==> config.mk <==
export PLATFORM = sky130hd
export DESIGN_NAME = fetch_stage
export DESIGN_NICKNAME = d
export VERILOG_FILES = /design/src/rtl/fetch_stage.sv
export SDC_FILE = /design/constraint.sdc
export NUM_CORES = 1
export LEC_CHECK = 0
export ABC_AREA = 0
export CORE_MARGIN = 2
export CORE_UTILIZATION = 30
export DETAILED_ROUTE_END_ITERATION = 16
export GPL_TIMING_DRIVEN = 0
export HOLD_SLACK_MARGIN = 0.15
export PLACE_DENSITY_LB_ADDON = 0.05
export SLEW_MARGIN = 20
export SYNTH_ARGS = -nofsm -noshare
export SYNTH_HDL_FRONTEND = slang
export SYNTH_SLANG_ARGS = --single-unit
==> constraint.sdc <==
create_clock -name Clk -period 7 [get_ports Clk]
set_clock_uncertainty 0.1 [all_clocks]
set_input_delay 1.75 -clock Clk [delete_from_list [all_inputs] [get_ports Clk]]
set_output_delay 1.75 -clock Clk [all_outputs]
set_load 0.05 [all_outputs]
==> src/rtl/fetch_stage.sv <==
// Instruction fetch stage: a FETCH/WAIT request FSM with at most one memory
// request in flight, a small in-order instruction buffer toward decode, and
// redirect handling that flushes the buffer and drops the in-flight response.
// Build option: define FETCH_SKID_EN for a two-entry buffer. Without it the
// buffer holds one entry.
module fetch_stage #(
    parameter logic [31:0] RESET_PC = 32'h0000_0000
) (
    input  logic        Clk,
    input  logic        Reset,
    output logic        ImemReqValid,
    output logic [31:0] ImemReqAddr,
    input  logic        ImemReqReady,
    input  logic        ImemRespValid,
    input  logic [31:0] ImemRespData,
    output logic        OutValid,
    input  logic        OutReady,
    output logic [31:0] Instruction,
    output logic [31:0] NextInstruct,
    input  logic        Redirect,
    input  logic [1:0]  RedirectKind,
    input  logic [31:0] RedirectBase,
    input  logic [31:0] BranchOffset,
    input  logic [25:0] JumpTarget,
    input  logic [31:0] JumpReg
);

`ifdef FETCH_SKID_EN
    localparam logic [1:0] DEPTH = 2'd2;
`else
    localparam logic [1:0] DEPTH = 2'd1;
`endif

    localparam logic [0:0] ST_FETCH = 1'b0;
    localparam logic [0:0] ST_WAIT  = 1'b1;

    logic [0:0]  state_q, state_d;
    logic [31:0] pc_q, pc_d;
    logic        stale_q, stale_d;
    logic        run_q, run_d;
    logic [1:0]  count_q, count_d;
    logic [31:0] head_instr_q, head_instr_d;
    logic [31:0] head_next_q, head_next_d;
`ifdef FETCH_SKID_EN
    logic [31:0] tail_instr_q, tail_instr_d;
    logic [31:0] tail_next_q, tail_next_d;
`endif

    logic        pop;
    logic        push;
    logic        req_fire;
    logic        resp_fire;
    logic        outstanding_next;
    logic [1:0]  count_after_pop;
    logic [31:0] target;

    // The request is gated on room after this cycle's pop, so a full buffer
    // that is being drained can still issue the next fetch.
    assign OutValid        = (count_q != 2'd0);
    assign pop             = OutValid & OutReady;
    assign count_after_pop = count_q - {1'b0, pop};
    assign ImemReqValid    = run_q & (state_q == ST_FETCH) & (count_after_pop < DEPTH);
    assign ImemReqAddr     = pc_q;
    assign req_fire        = ImemReqValid & ImemReqReady;
    assign resp_fire       = (state_q == ST_WAIT) & ImemRespValid;
    assign push            = resp_fire & ~stale_q & ~Redirect;
    assign Instruction     = head_instr_q;
    assign NextInstruct    = head_next_q;

    // Redirect target; reserved kind 3 behaves as jump-register.
    always_comb begin
        target = JumpReg & 32'hFFFF_FFFC;
        case (RedirectKind)
            2'd0:    target = (RedirectBase + (BranchOffset << 2)) & 32'hFFFF_FFFC;
            2'd1:    target = {RedirectBase[31:28], JumpTarget, 2'b00};
            default: target = JumpReg & 32'hFFFF_FFFC;
        endcase
    end

    // FSM, PC and stale tracking; a redirect overrides the PC + 4 of a same-cycle handshake.
    always_comb begin
        state_d          = state_q;
        pc_d             = pc_q;
        stale_d          = stale_q;
        run_d            = 1'b1;
        outstanding_next = ((state_q == ST_WAIT) & ~ImemRespValid) | req_fire;
        if (req_fire) begin
            state_d = ST_WAIT;
            pc_d    = pc_q + 32'd4;
        end
        if (resp_fire) begin
            state_d = ST_FETCH;
            stale_d = 1'b0;
        end
        if (Redirect) begin
            pc_d = target;
            if (outstanding_next) begin
                stale_d = 1'b1;
            end
        end
    end

    // In-order buffer: pop first, then push into the first free slot, then flush on redirect.
    always_comb begin
        count_d      = count_q;
        head_instr_d = head_instr_q;
        head_next_d  = head_next_q;
`ifdef FETCH_SKID_EN
        tail_instr_d = tail_instr_q;
        tail_next_d  = tail_next_q;
        if (pop) begin
            head_instr_d = tail_instr_q;
            head_next_d  = tail_next_q;
        end
        if (push) begin
            if (count_after_pop == 2'd0) begin
                head_instr_d = ImemRespData;
                head_next_d  = pc_q;
            end else begin
                tail_instr_d = ImemRespData;
                tail_next_d  = pc_q;
            end
        end
`else
        if (push) begin
            head_instr_d = ImemRespData;
            head_next_d  = pc_q;
        end
`endif
        count_d = count_after_pop + {1'b0, push};
        if (Redirect) begin
            count_d = 2'd0;
        end
    end

    // State registers with asynchronous active-low reset.
    always_ff @(posedge Clk or negedge Reset) begin
        if (!Reset) begin
            state_q      <= ST_FETCH;
            pc_q         <= RESET_PC;
            stale_q      <= 1'b0;
            run_q        <= 1'b0;
            count_q      <= 2'd0;
            head_instr_q <= 32'd0;
            head_next_q  <= 32'd0;
`ifdef FETCH_SKID_EN
            tail_instr_q <= 32'd0;
            tail_next_q  <= 32'd0;
`endif
        end else begin
            state_q      <= state_d;
            pc_q         <= pc_d;
            stale_q      <= stale_d;
            run_q        <= run_d;
            count_q      <= count_d;
            head_instr_q <= head_instr_d;
            head_next_q  <= head_next_d;
`ifdef FETCH_SKID_EN
            tail_instr_q <= tail_instr_d;
            tail_next_q  <= tail_next_d;
`endif
        end
    end

endmodule

==> results_dict.tcl, run 1 <==
set metrics [dict create \
    cp-end-kind "output pin" \
    synth_area_per_cell_um2 9.584 \
    synth_common_cells "97 x dfrtp_1, 62 x mux2_2, 60 x nand2_1" \
    critPathMaxFanout 3 \
    drc 0 \
    core_area_um2 20360 \
    die_area_um2 22100 \
    slowest_delay_ns 0.73 \
    wire_per_inst_um 17.32 \
    grt_pass1_wl_mm 32.40 \
    initial_core_util_pct 30.82 \
    syn2layout_area_growth_pct 49.75 \
    final_nets 1111 \
    tritoncts "yes" \
    hpwl_mm 17.03 \
    grt_max_degree 71 \
    setup-violations-final 0 \
    max_cap_violations 0 \
    syn_inst 655 \
    status "finished clean" \
    cp_top_family "buffers and inverters" \
    worst-setup-path-type "in2out" \
    post-cts-setup-buffers 0 \
    cp.buffers_inverters 2 \
    finalHoldViolCount 0 \
    synth_cell_types 61 \
    cts_num_sinks 97 \
    post-place-cells 1175 \
    synth_area_um2 6277 \
    required_ns 5.15 \
    final_cell_count_no_fill 1191 \
    vias 5844 \
    synthMuxAreaShare_pct 12.24 \
    synthFlopType "dfrtp_1" \
    viasPerCell 4.907 \
    yosysMostFrequentCell "dfrtp_1" \
    reg2reg_from "count_q[0]$_DFF_PN0_" \
    worst_slew_pin_slew_ns 0.6342 \
    crit_arrival_ns 3.69 \
    synth_area_leader_cell "dfrtp_1" \
    synth-seq-cells 97 \
    critPathSlowestCell "clkdlybuf4s50_1" \
    fin_tns_setup_ns 0 \
    worstReg2RegEnd "ImemReqAddr[26]$_DFFE_PN0N_" \
    r2r_setup_slack_ns 3.79 \
    crit_top_cell "clkdlybuf4s50_1" \
    hold_buffers 0 \
    first_pass_iters 6 \
    synth_edf_count 0 \
    yosysWarningCount 0 \
    n_antenna_cell 0 \
    cts_buffers 9 \
    yosys.area.top_type_share_pct 38.67 \
    synth_top_family_by_area "compound AO/OA/AOI/OAI gates" \
    synth-simple-area-share_pct 13.18 \
    drive_gt1_share_pct 10.75 \
    gr-total-overflow 0 \
    final_antenna_net_count 0 \
    htreeDepth 3 \
    io_buffers 246 \
    slew_violations 0 \
    num_io_pins 260 \
    synth_area_leaders "dfrtp_1 39%, mux2_2 11%, ha_1 6.4%" \
    gp_congestion 0.9411 \
    clk_latency_ns 0.34 \
    hp-start "Instruction[13]$_DFFE_PN0P_" \
    cts_resized 0 \
    leakagePower_uw 0.003846 \
    grt_setup_unrepaired "false" \
    holdCritPathClass "reg2reg" \
    grt_antenna_before_repair 0 \
    crit_cells 6 \
    grt_pass1_vias 5983 \
    post-route-min-period_ns 5.539 \
    finalPower_uw 3227 \
    synth_xor_area_share_pct 7.534 \
    endpoint "ImemReqValid" \
    slew_headroom_pct 57.49 \
    timing.final.ws_setup_ns 1.461 \
    power.density_nw_per_um2 343.3 \
    max_freq_ghz 0.1805 \
    synthArstFlopShare_pct 100.0 \
    chipHeight_um 148.7 \
    dp_worst_setup_slack_ns 1.482 \
    crit_chain "clkdlybuf4s50_1 -> and2_1 -> ha_1 -> xor2_1 -> nor2_1 -> clkdlybuf4s50_1" \
    cts_buffer_depth 2 \
    row_count 52 \
    final_core_util_pct 46.16 \
    path_clk_slew_ns 0.07 \
    synth_compound_area_share_pct 17.92 \
    synthAdderAreaFrac_pct 6.697 \
    peakVddDrop_mv 0.1244 \
    fin_crit_sh_pct 79.13 \
    cp-startpoint "OutReady" \
    cp-start-kind "input pin" \
    drt-initial-drc-count 222 \
    synth-seq-area-share_pct 38.67 \
    die_x_um 148.7 \
    cts-root-buf "clkbuf_16" \
    reg2reg_depth 11 \
    track_usage_pct 18.64 \
    routed_wl_mm 20.63 \
]
## worst register-to-register path, cell delays in order (launching register included)
cell and delay [ns]:
dfrtp_1 0.38, or2_2 0.30, and2_1 0.16, ha_1 0.19, xor2_1 0.20, nor3_4 0.43
nand3_1 0.26, nor3b_2 0.44, nand3_1 0.15, xnor2_1 0.18, nor2_1 0.07, a221oi_1 0.26
## final cells by class
cell class	count	area, um^2
Sequential cell	97	2427
Clock inverter	6	48.80
Fill cell	1967	10960
Multi-Input combinational cell	506	3637
Clock buffer	10	229.0
Buffer	36	157.7
Inverter	19	71.32
Timing Repair Buffer	247	2491
Tap cell	270	337.8
## metal layers
metal  track usage, %  up-vias  routed length, um
met5                0        -                  0
met4            5.190        0                310
met3            2.147       17               1015
met2            31.90      194               9978
met1            24.98     2734               9326
li1                 -     2899                  -
## flip-flops by register name (all words and copies together) (netlist names)
name          cells
stale_q           1
NextInstruct     30
run_q             1
Instruction      32
count_q           2
state_q           1
ImemReqAddr      30
## how the worst min path moves through the flow
stage | endpoint | slack, ns | depth (start not counted)
after floorplan | stale_q$_DFF_PN0_ | 0.37 | 1
after detailed placement | Instruction[15]$_DFFE_PN0P_ | 0.39 | 1
final | Instruction[13]$_DFFE_PN0P_ | 0.40 | 1
after CTS | Instruction[15]$_DFFE_PN0P_ | 0.41 | 1
after global routing | Instruction[9]$_DFFE_PN0P_ | 0.42 | 1
after global placement | Instruction[21]$_DFFE_PN0P_ | 0.39 | 1
## cells by family (layout without fill, tap and decap cells)
kind of cell,after synthesis,in the layout
compound gates,172,172
xor+xnor,54,54
fa+ha+maj,33,33
buf+inv,55,318
flops,97,97
mux,69,69
other cells,2,5
simple gates,173,173
## metrics by stage
stage / cell area (um^2) / hold slack, ns
after floorplan: 6289 / 0.3743
after global placement: 9089 / 0.3876
after detailed placement: 9117 / 0.3940
after CTS: 9395 / 0.4108
after global routing: 9400 / 0.4249
final: 9400 / 0.4047
## placed cells by master, fill, tap and decap left out, types with 5 or more instances in the layout
cell / Yosys / final
nand2_1: 60 / 60
a21o_1: 14 / 14
a211oi_1: 5 / 5
ha_1: 32 / 32
a21oi_1: 49 / 49
nand3_1: 17 / 17
nor3_1: 11 / 10
clkdlybuf4s50_1: 0 / 245
nor2_1: 42 / 42
conb_1: 2 / 5
and3_1: 10 / 10
xnor2_1: 32 / 32
a31oi_1: 5 / 5
xor2_1: 22 / 22
clkbuf_1: 25 / 26
clkbuf_16: 0 / 9
o22ai_1: 15 / 15
mux2i_1: 7 / 7
nand4_1: 8 / 8
nor2b_1: 6 / 6
dfrtp_1: 97 / 97
o21ai_0: 32 / 32
mux2_2: 62 / 62
inv_1: 19 / 19
o211ai_1: 15 / 15
## power by group
| group | total, uW | internal [uW] | leakage (uW) | switching, uW |
|---|---|---|---|---|
| registers | 914 | 774 | 0.00116 | 140 |
| logic | 1840 | 701 | 0.00255 | 1140 |
| clock network | 473 | 247 | 0.000138 | 226 |
No activity file was read; power rests on OpenSTA's default activity.
==> inputs of run 2 (changes only) <==
Clock period 7 ns to 4.7 ns, I/O delays scaled along.
==> results of run 2 <==
The final DEF is identical to that of run 1. Status: finished clean.
Main changes from that run: setup slack after placement 1.482 ns -> 0.2689 ns; setup slack after layout 1.461 ns -> 0.3112 ns; register-to-register setup slack 3.79 ns -> 1.49 ns; total power 3227 uW -> 4806 uW; worst IR drop on VDD 0.1244 mV -> 0.1853 mV
